$ cat src/rtl/adder_pkg.sv
// Shared constants and elaboration helpers for the segmented pipelined adder.
package adder_pkg;

    localparam logic OP_ADD = 1'b0;
    localparam logic OP_SUB = 1'b1;

    function automatic int num_stages(input int width, input int seg);
        return width / seg;
    endfunction

    function automatic bit params_ok(input int width, input int seg);
        return (seg >= 1) && (seg <= 16) && (width >= seg) && (width % seg == 0);
    endfunction

endpackage

$ cat src/rtl/pipelined_adder_cla.sv
// Combinational W-bit carry-lookahead slice: every carry is a flat sum of
// generate terms gated by the propagate chain below it.
module cla_segment #(
    parameter int W = 8
) (
    input  logic [W-1:0] a,
    input  logic [W-1:0] b,
    input  logic         cin,
    output logic [W-1:0] s,
    output logic         cout
);

    logic [W-1:0] p;
    logic [W-1:0] g;
    logic [W:0]   c;
    logic         acc;
    logic         pp;

    always_comb begin
        p   = a ^ b;
        g   = a & b;
        c   = '0;
        acc = 1'b0;
        pp  = 1'b0;
        c[0] = cin;
        for (int i = 0; i < W; i++) begin
            acc = g[i];
            pp  = p[i];
            for (int j = i - 1; j >= 0; j--) begin
                acc = acc | (pp & g[j]);
                pp  = pp & p[j];
            end
            c[i+1] = acc | (pp & cin);
        end
        s    = p ^ c[W-1:0];
        cout = c[W];
    end

endmodule

$ cat src/rtl/pipelined_adder.sv
// Segmented adder/subtractor: one lookahead segment per stage, carry
// registered between stages, single global advance enable for backpressure.
module pipelined_adder
    import adder_pkg::*;
#(
    parameter int WIDTH     = 32,
    parameter int SEG_WIDTH = 8
) (
    input  logic             clk,
    input  logic             reset,
    input  logic             in_valid,
    output logic             in_ready,
    input  logic [WIDTH-1:0] a,
    input  logic [WIDTH-1:0] b,
    input  logic             cin,
    input  logic             sub,
    output logic             out_valid,
    input  logic             out_ready,
    output logic [WIDTH-1:0] sum,
    output logic             cout,
    output logic             ovf,
    output logic             zero
);

    localparam int STAGES = num_stages(WIDTH, SEG_WIDTH);

    if (!params_ok(WIDTH, SEG_WIDTH)) begin : g_bad_params
        $error("pipelined_adder: WIDTH must be a multiple of SEG_WIDTH, SEG_WIDTH in 1..16");
    end

    logic                                  adv;
    logic [WIDTH-1:0]                      b_eff;
    logic [STAGES:1]                       vld_pipe;
    logic [STAGES:1][WIDTH-1:0]            a_q;
    logic [STAGES:1][WIDTH-1:0]            b_q;
    logic [STAGES:1][WIDTH-1:0]            s_q;
    logic [STAGES:1]                       c_q;
    logic [STAGES:1]                       z_q;
    logic                                  ovf_q;
    logic [STAGES-1:0][SEG_WIDTH-1:0]      seg_s;
    logic [STAGES-1:0]                     seg_c;
    logic                                  msb_a;
    logic                                  msb_b;

    assign b_eff     = (sub == OP_SUB) ? ~b : b;
    assign out_valid = vld_pipe[STAGES];
    assign adv       = !out_valid || out_ready;
    assign in_ready  = adv;

    for (genvar k = 0; k < STAGES; k++) begin : g_seg
        logic [SEG_WIDTH-1:0] sa;
        logic [SEG_WIDTH-1:0] sb;
        logic                 sc;
        if (k == 0) begin : g_first
            assign sa = a[0 +: SEG_WIDTH];
            assign sb = b_eff[0 +: SEG_WIDTH];
            assign sc = cin;
        end else begin : g_next
            assign sa = a_q[k][k*SEG_WIDTH +: SEG_WIDTH];
            assign sb = b_q[k][k*SEG_WIDTH +: SEG_WIDTH];
            assign sc = c_q[k];
        end
        cla_segment #(.W(SEG_WIDTH)) u_cla (
            .a    (sa),
            .b    (sb),
            .cin  (sc),
            .s    (seg_s[k]),
            .cout (seg_c[k])
        );
    end

    // Operand MSBs feeding the overflow check come from wherever the last segment reads.
    if (STAGES == 1) begin : g_msb_in
        assign msb_a = a[WIDTH-1];
        assign msb_b = b_eff[WIDTH-1];
    end else begin : g_msb_reg
        assign msb_a = a_q[STAGES-1][WIDTH-1];
        assign msb_b = b_q[STAGES-1][WIDTH-1];
    end

    always_ff @(posedge clk) begin
        if (reset) begin
            vld_pipe <= '0;
            a_q      <= '0;
            b_q      <= '0;
            s_q      <= '0;
            c_q      <= '0;
            z_q      <= '0;
            ovf_q    <= 1'b0;
        end else if (adv) begin
            vld_pipe[1] <= in_valid;
            a_q[1]      <= a;
            b_q[1]      <= b_eff;
            s_q[1]      <= WIDTH'(seg_s[0]);
            c_q[1]      <= seg_c[0];
            z_q[1]      <= (seg_s[0] == '0);
            for (int k = 2; k <= STAGES; k++) begin
                vld_pipe[k] <= vld_pipe[k-1];
                a_q[k]      <= a_q[k-1];
                b_q[k]      <= b_q[k-1];
                s_q[k]      <= s_q[k-1];
                s_q[k][(k-1)*SEG_WIDTH +: SEG_WIDTH] <= seg_s[k-1];
                c_q[k]      <= seg_c[k-1];
                z_q[k]      <= z_q[k-1] && (seg_s[k-1] == '0);
            end
            ovf_q <= (msb_a == msb_b) && (seg_s[STAGES-1][SEG_WIDTH-1] != msb_a);
        end
    end

    assign sum  = s_q[STAGES];
    assign cout = c_q[STAGES];
    assign zero = z_q[STAGES];
    assign ovf  = ovf_q;

endmodule
$ cat config.mk
export PLATFORM = sky130hd
export DESIGN_NAME = pipelined_adder
export DESIGN_NICKNAME = d
export VERILOG_FILES = /design/src/rtl/adder_pkg.sv /design/src/rtl/pipelined_adder_cla.sv /design/src/rtl/pipelined_adder.sv
export SDC_FILE = /design/constraint.sdc
export NUM_CORES = 1
export LEC_CHECK = 0
export BUFFER_PORTS_ARGS = -buffer_cell sky130_fd_sc_hd__buf_2
export CORE_MARGIN = 1.5
export CORE_UTILIZATION = 51
export CTS_BUF_LIST = sky130_fd_sc_hd__clkbuf_16
export DETAILED_ROUTE_END_ITERATION = 12
export PLACE_DENSITY = 0.76
export SKIP_LAST_GASP = 1
export SYNTH_ARGS = -nofsm -noshare
export SYNTH_HDL_FRONTEND = slang
export SYNTH_SLANG_ARGS = --single-unit
$ cat constraint.sdc
create_clock -name clk -period 2.5 [get_ports clk]
set_input_delay 0 -clock clk [delete_from_list [all_inputs] [get_ports clk]]
set_output_delay 0 -clock clk [all_outputs]
set_load 0.03 [all_outputs]
## Yosys cells after proc, flatten, opt, wreduce, memory -nomap -nowiden

Index checks and enable logic that the tools add are counted.

- Equal/unequal tests: 2
- Bitwise gates (word level): 413
- Muxes and demuxes: 1
- Reductions and logical operators: 10

Operators by type and width:

| operator | number |
|---|---|
| $and A1 B1 Y1 | 256 |
| $or A1 B1 Y1 | 144 |
| $xor A8 B8 Y8 | 8 |
| $and A8 B8 Y8 | 4 |
| $logic_not A8 Y1 | 4 |
| $mux W32 | 1 |
| $not A32 Y32 | 1 |
| $logic_and A1 B1 Y1 | 4 |
| $eq A1 B1 Y1 | 1 |
| $logic_not A1 Y1 | 1 |
| $logic_or A1 B1 Y1 | 1 |
| $ne A1 B1 Y1 | 1 |

- Word-level logic and storage cells: 440
- Input port bits: 70
- Flip-flop bits (word level): 285

## Logic depth before layout (Yosys ltp)

Gate-level depths: netlist (run 1).

- Word-level depth: 13
- Depth in mapped cells: 10

## Hierarchy

A second synthesis (run 1) with hierarchy kept.

- Cell total of the unflattened synthesis: 1027
- Area total of the unflattened synthesis: 8526.9 um^2

By module, submodules not included:

| module | area an instance (um^2) | instances | sequential area each (um^2) | cells an instance |
|---|---|---|---|---|
| pipelined_adder | 7240.7 | 1 | 3783.6 | 875 |
| cla_segment (g_seg[1].u_cla ...) | 317.8 | 3 | 0.0 | 37 |
| cla_segment (g_seg[0].u_cla) | 332.8 | 1 | 0.0 | 41 |

## Worst setup path before layout (run 1)

No wires, ideal clock.

- Kind: input port to flip-flop
- Start point: in sub
- End point: reg z_q[1] (netlist name)
- Arrival time: 2.304 ns
- Required time: 2.399 ns
- Path slack: 0.095 ns
- Path buffers: 2
- Cell stages on the path: 10
- Setup time: 0.101 ns
- Path through: clkbuf_1 > buf_1 > xor2_1 > ha_1 > a21oi_1 > o2111ai_1 > or2_2 > a2111oi_0 > nor2_1 > o41ai_1

- Longest elaborated chain between the ends: 12
- Elaborated cells on any way between the ends: 82

Ends and longest elaborated chain:

| item | line | source |
|---|---|---|
| start, declared | pipelined_adder.sv:16 | `input logic sub,` |
| $mux W32 (*) | pipelined_adder.sv:45 | `assign b_eff = (sub == OP_SUB) ? ~b : b;` |
| $xor A8 B8 Y8 or $and A8 B8 Y8 (tied branches) | pipelined_adder_cla.sv:20, pipelined_adder_cla.sv:21 |  |
| $and A1 B1 Y1, on equally long branches | pipelined_adder_cla.sv:30, pipelined_adder_cla.sv:31 |  |
| $or A1 B1 Y1 (tied with other cells) (5 in series) | pipelined_adder_cla.sv:30 | `acc = acc \| (pp & g[j]);` |
| $or A1 B1 Y1 or $and A1 B1 Y1 (tied branches) | pipelined_adder_cla.sv:30, pipelined_adder_cla.sv:33 |  |
| $or A1 B1 Y1 | pipelined_adder_cla.sv:33 | `c[i+1] = acc \| (pp & cin);` |
| $xor A8 B8 Y8 (*) | pipelined_adder_cla.sv:35 | `s = p ^ c[W-1:0];` |
| $logic_not A8 Y1 (*) | pipelined_adder.sv:96 | `z_q[1] <= (seg_s[0] == '0);` |
| end signal, assigned by index | pipelined_adder.sv:104 | `z_q[k] <= z_q[k-1] && (seg_s[k-1] == '0);` |
| end, declared | pipelined_adder.sv:38 | `logic [STAGES:1] z_q;` |

Every way passes the cells marked *; elsewhere a longest branch is shown, timed or not.
A chain may end at the register's enable or synchronous reset.

## Final worst setup path (run 1)

- Start point: reg a_q[9] (netlist name)
- End point: reg s_q[47] (netlist name)

- Longest elaborated chain between the ends: 6
- Elaborated cells on any way between the ends: 11

Ends and longest elaborated chain:

| item | line | source |
|---|---|---|
| start, declared | pipelined_adder.sv:34 | `logic [STAGES:1][WIDTH-1:0] a_q;` |
| start signal, assigned by index | pipelined_adder.sv:99 | `a_q[k] <= a_q[k-1];` |
| $and A8 B8 Y8 or $xor A8 B8 Y8 (tied branches) | pipelined_adder_cla.sv:21, pipelined_adder_cla.sv:20 |  |
| $and A1 B1 Y1, on equally long branches | pipelined_adder_cla.sv:30, pipelined_adder_cla.sv:31 |  |
| $or A1 B1 Y1 (tied with other cells) | pipelined_adder_cla.sv:30 |  |
| $or A1 B1 Y1 or $and A1 B1 Y1 (tied branches) | pipelined_adder_cla.sv:30, pipelined_adder_cla.sv:33 |  |
| $or A1 B1 Y1 (*) | pipelined_adder_cla.sv:33 |  |
| $xor A8 B8 Y8 (*) | pipelined_adder_cla.sv:35 |  |
| end signal, assigned by index | pipelined_adder.sv:101 | `s_q[k] <= s_q[k-1];` |
| end signal, assigned by index | pipelined_adder.sv:102 | `s_q[k][(k-1)*SEG_WIDTH +: SEG_WIDTH] <= seg_s[k-1];` |
| end, declared | pipelined_adder.sv:36 | `logic [STAGES:1][WIDTH-1:0] s_q;` |

Marks and branches as above.

==> results of run 1 <==
[through the flow]
step / worst slack, ns / power (mW)
global route: 0.0350 / 7.16
finish: 0.267 / 6.86
global placement: 0.405 / 4.18
CTS: 0.262 / 6.90
floorplan: 0.0948 / 4.00
detailed placement: 0.343 / 4.21
[per-layer routing]
metal  global-route usage (%)  vias up  part of all wire (%)
li1                         -     3620                     -
met1                     28.6     3186                    47
met2                     33.3      152                    46
met3                     5.05       37                   4.5
met4                     9.38        0                   2.9
met5                        0        -                     0
[cells in the mapped netlist (2+ instances only)]
master     number  area share [%]
dfxtp_1       189              45
a32o_1          3            0.36
nor3_1         14            0.83
xnor2_1        38             4.0
o21a_1          2            0.18
nand2_1       295              13
or2_2           2            0.15
inv_1          17            0.76
xor2_1         20             2.1
a2111oi_0       3            0.31
buf_4          32             2.9
a21o_1          4            0.36
nand4_1         5            0.37
nor2b_1         2            0.15
o21ai_0         9            0.54
ha_1           35             5.2
nand3_1         8            0.48
nor2_1         60             2.7
o22ai_1         2            0.15
buf_1           3            0.13
o21bai_1        4            0.36
nand2b_1        3            0.22
fa_1            4            0.95
a31oi_1         4            0.30
a21oi_1       159             9.5
o21ai_1         3            0.18
clkbuf_1       67             3.0
a211oi_1       35             3.1
a211oi_2        2            0.30
and3_1          2            0.15
a211o_1         2            0.21
[cells in the final DEF, fill, tap and decap left out, drive strengths merged, types with 3 or more instances in the layout]
cell type,count
fa,4
nand4,5
a32o,3
a21o,5
clkinvlp,4
buf,116
o21bai,5
a21oi,159
xnor2,38
clkbuf,17
ha,35
o21ai,12
nor2,60
xor2,20
nor3,14
nand2,295
dfxtp,189
a2111oi,3
nand3,8
nand2b,3
a31oi,4
inv,25
dlygate4sd3,49
a211oi,37
[state kept, by name (all words and copies together), names as in the netlist]
signal / cells
z_q: 4
vld_pipe: 4
s_q: 48
b_q: 48
sum: 32
ovf: 1
a_q: 48
c_q: 4
[final timing paths]
kind / start / slack [ns] / endpoint
hold / removal: reset / 0.03 / s_q[1]
setup reg to reg: a_q[9] / 0.27 / s_q[47]
hold reg to reg: sum[11] / 0.45 / sum[11]
setup / recovery: a_q[9] / 0.27 / s_q[47]
[layout make-up]
| cell class | count | share of cell area (%) |
|---|---|---|
| well taps | 216 | 2.73 |
| multi-input cells | 740 | 41.1 |
| flip-flops and latches | 189 | 38.2 |
| clock buffers | 17 | 4.30 |
| clock inverters | 15 | 1.52 |
| inverters | 17 | 0.695 |
| repair buffers | 165 | 11.4 |
[kinds of logic (layout without fill, tap and decap cells)]
kind of cell	Yosys count	in the layout	share of synthesized area, %
AND/OR/NAND/NOR	396	396	18.7
AO/OA/AOI/OAI	245	245	17.2
flip-flops	189	189	45.0
buffers and inverters	119	214	6.74
XOR/XNOR	58	58	6.04
adder cells (fa/ha/maj)	39	39	6.16
multiplexers	2	2	0.253
[power by group]
group / internal, mW / switching (mW)
combinational: 0.401 / 0.498
sequential: 3.21 / 0.104
clock: 1.41 / 1.24
==> run metrics, run 1 <==
Post-synth EDFFs=0; Syn Nets=approximately 1200; synthesized cell area=around 8400 um^2; number of global-route vias before repair=roughly 6600; Post-Syn Instances=between 1000 and 1500; largest net degree at the start of global routing=95; CTS Hold Bufs=49; Post-Route WL=around 18000 um; ratio of cells with drive above 1 in the final layout=approximately 14%; die area=~17000 um^2; RePlAce Congestion=0.866; WHS Path Cells=2; 1st-iter DRT viols=around 440; GRT Util Overall=between 20% and 30%; ant diodes=0; Multi-input gate area=roughly 4100 um^2; count of antenna-violating nets left after detailed routing=0; num rows=46; routed length per instance=~13 um; TritonCTS buffer count=17; power per cell area=693 nW/um^2; Die Span Y=131 um; CTS tree=yes; Yosys cell types=51; drt first pass iters=5; fin crit period=2.23 ns; IO Port Bufs=about 110; Clock Skew=between 0.009 and 0.01 ns; fin area=slightly below 10000 um^2; Vias per Instance=a little over 5; Post-DP Area=8830 um^2; CTS Buffer Depth=2; status=finished clean; synth warn=0; final setup violation count=0; Hold Slack=~0.026 ns; Vias=6995; critical path, cell by cell=ha_1 -> o21ai_0 -> o21ai_0 -> a2111oi_0 -> a21oi_1 -> xnor2_1 -> a211oi_1; Lkg Pwr=4.12 nW; Max VDD drop=~0.52 mV; placed cells=about 1300; cts repair resizes=0; initial antenna violation count=0; maximum clock rate=approximately 0.45 GHz; Critical Path RT=2.83 ns; starting density of the core=a little over half; clk_lat worst skew=0.43 ns; Clk pin slew, worst setup/hold paths=~0.07 ns; Startpoint Class=flop; crit share post-route=between 80% and 90%; first-pass GRT wire length=roughly 31000 um; Crit Path Class=flop to flop; Async SR Flop Fraction=0%; H-tree levels=4; CTS Sinks=~190; sequential element share of the synthesized area=~45%; Critical Path AT=approximately 2.6 ns; Most used DFF post-synth=dfxtp_1; Rel. slew slack=55.0%; crit path max-delay cell type=a2111oi_0; Crit path buffers/inverters=0; IO Pins=about 110; synthesis-stage register bit count=189; Mapped Avg Cell Area=between 8 and 9 um^2; setup tns final=0 ns; Hold Vio Cnt, Final=0; cell count along the critical path=7; Final #Nets=approximately 1200; Final Util=between 60% and 70%; Slew @ Worst Pin=around 0.68 ns; DP Wirelength=about 12000 um; RSZ-0062 raised after global routing=false; register area=roughly 3800 um^2; GRT overflow=0; critical path's most frequent cell=o21ai_0; largest delay contributor family on the critical path=compound AO/OA/AOI/OAI gates; Final Non-Filler Cells=1359; # DRC=0; core area=~16000 um^2; Worst path max stage delay=just under 0.4 ns; fill cell count=approximately 1500; CTS Root Buffer Type=clkbuf_16; crit end category=flop; Min-Delay Path Class=primary input to flop; Die W=131 um; P&R area growth vs syn=17.6%; Slew Limit Fails=0; max cap viols=0; setup repair bufs after CTS=0; worst r2r path cells=7; critical path fanouts, max=4
Power figures use the tool's default switching activity.
==> run 2: changes to the inputs <==
- CAP_MARGIN: not set -> 20
- CELL_PAD_IN_SITES_DETAIL_PLACEMENT: not set -> 1
- CELL_PAD_IN_SITES_GLOBAL_PLACEMENT: not set -> 2
- CORE_ASPECT_RATIO: not set -> 0.5
- CORE_UTILIZATION: 51 -> 31
- PLACE_DENSITY: 0.76 -> 0.78
==> run 2 against run 1 <==
- clock skew fell by 0.0029 ns
- power fell by 1.4%
- cell count rose by 11%
- routed wire length rose by 15%
- utilization fell by 23 points
- sequential share of layout area fell by 1.1 points
- die area rose by 63%
- clock power fell by 5%
- flip-flop and latch count did not move
- register-to-register slack got worse by 0.04 ns
- global-route usage fell by 5.9 points
- cell area rose by 3.0%
==> run metrics, run 2 (synthesis gave the netlist of run 1 again) <==
number of global-route vias before repair=7254 (was 6578); power per cell area=664 nW/um^2 (was 693 nW/um^2); Die W=236 um (was 131 um); ratio of cells with drive above 1 in the final layout=13.3% (was 13.8%); CTS Sinks=189 (unchanged); Clk pin slew, worst setup/hold paths=0.07 ns (about the same); total power=6.76 mW (was 6.86 mW); most frequent cells in the layout=nand2_1 (295), dfxtp_1 (189), a21oi_1 (159) (unchanged); starting density of the core=31.7% (was 52.6%); Rel. slew slack=42.6% (was 55.0%); GRT overflow=0 (unchanged); DP Wirelength=13800 um (was 11600 um); # DRC=0 (unchanged); r2r setup slk=0.23 ns (was 0.27 ns); Max VDD drop=0.553 mV (was 0.521 mV); Vias=7087 (was 6995); max cap viols=0 (unchanged); most common cell after layout, fill and taps aside=nand2_1 (unchanged); IO Port Bufs=106 (unchanged); setup tns final=0 ns (unchanged); TritonCTS buffer count=17 (unchanged); largest net degree at the start of global routing=89 (was 95); routed length per instance=13.8 um (was 13.4 um); CTS tree=yes (unchanged); count of antenna-violating nets left after detailed routing=0 (unchanged); num rows=42 (was 46); Startpoint Class=flop (unchanged); top flop regs=a_q: 48 flops, b_q: 48 flops, s_q: 48 flops (unchanged); crit end category=flop (unchanged); 1st-iter DRT viols=319 (was 444); Crit Path Class=flop to flop (unchanged); initial antenna violation count=0 (unchanged); Lkg Pwr=4.21 nW (was 4.12 nW); drt first pass iters=4 (was 5); maximum clock rate=0.441 GHz (was 0.448 GHz); die area=28200 um^2 (was 17300 um^2); first-pass GRT wire length=35300 um (was 30700 um); P&R area growth vs syn=21.2% (was 17.6%); critical path fanouts, max=83 (was 4); GRT Util Overall=15.5% (was 21.5%); Critical Path RT=2.89 ns (was 2.83 ns); IO Pins=107 (unchanged); crit share post-route=90.7% (was 89.3%); CTS Root Buffer Type=clkbuf_16 (unchanged); core area=26500 um^2 (was 16000 um^2); Post-Route WL=20900 um (was 18200 um); status=finished clean (unchanged); setup repair bufs after CTS=0 (unchanged); clk_lat worst skew=0.44 ns (was 0.43 ns); CTS Buffer Depth=2 (unchanged); ant diodes=0 (unchanged); final setup violation count=0 (unchanged); cts repair resizes=0 (unchanged); RSZ-0062 raised after global routing=false (unchanged); Clock Skew=0.00652 ns (was 0.00938 ns); Die Span Y=119 um (was 131 um); Critical Path AT=2.66 ns (was 2.56 ns); H-tree levels=4 (unchanged); Hold Vio Cnt, Final=0 (unchanged); Min-Delay Path Class=primary input to flop (unchanged); RePlAce Congestion=0.786 (was 0.866); Vias per Instance=4.69 (was 5.15); fin crit period=2.27 ns (was 2.23 ns); Final #Nets=1256 (was 1239); Slew @ Worst Pin=0.860 ns (was 0.675 ns); Slew Limit Fails=0 (unchanged)
-- run 2: repair_timing --
item                                    CTS  global route
hold buffers                             66             0
hold endpoints to repair                 74             0
endpoints found under the setup margin    0             0
-- run 2: path summary, 6_finish.rpt --
check / start / endpoint / cells after the start
max: vld_pipe[4] / a_q[27] / 5
min: a[7] / c_q[1] / 4
max reg2reg: vld_pipe[4] / a_q[27] / 5
min reg2reg: sum[5] / sum[5] / 2
-- run 2: cell type report --
type	instances	area (um^2)
fillers	3223	16300
multi-input cells	740	4070
flip-flops and latches	189	3780
repair buffers	182	1300
well taps	352	440
clock buffers	17	425
clock inverters	14	108
inverters	17	68.8
-- run 2: where the power goes --
part / internal [mW] / switching (mW) / leakage [nW]
Clock: 1.35 / 1.17 / 0.274
Combinational: 0.423 / 0.508 / 2.38
Sequential: 3.21 / 0.103 / 1.55
-- run 2: per-layer routing --
layer,up-vias,wire [um],GRT usage (%)
met5,-,0,0
met4,0,337,5.77
met1,3352,10200,19.3
li1,3665,-,-
met3,25,401,3.11
met2,45,9960,26.7
-- run 2: worst max-delay path, stage by stage, from the launching register on --
cell and delay (ns):
dfxtp_1 0.33, nor2b_4 0.26, buf_4 0.68, nand2_1 0.14
a21oi_1 0.18, dlygate4sd3_1 0.58
-- run 2: stage by stage --
step / area, um^2 / utilization [%] / hold slack (ns) / cells / setup WS (ns)
final: 10200 / 38.4 / 0.0697 / 1511 / 0.232
after global routing: 10200 / 38.4 / 0.0826 / 1511 / 0.0318
after CTS: 10200 / 38.4 / 0.0566 / 1511 / 0.277
after detailed placement: 9000 / 33.9 / 0.256 / 1414 / 0.266
after global placement: 9000 / 33.9 / 0.248 / 1414 / 0.350
after floorplan: 8410 / - / 0.140 / 1048 / 0.0948
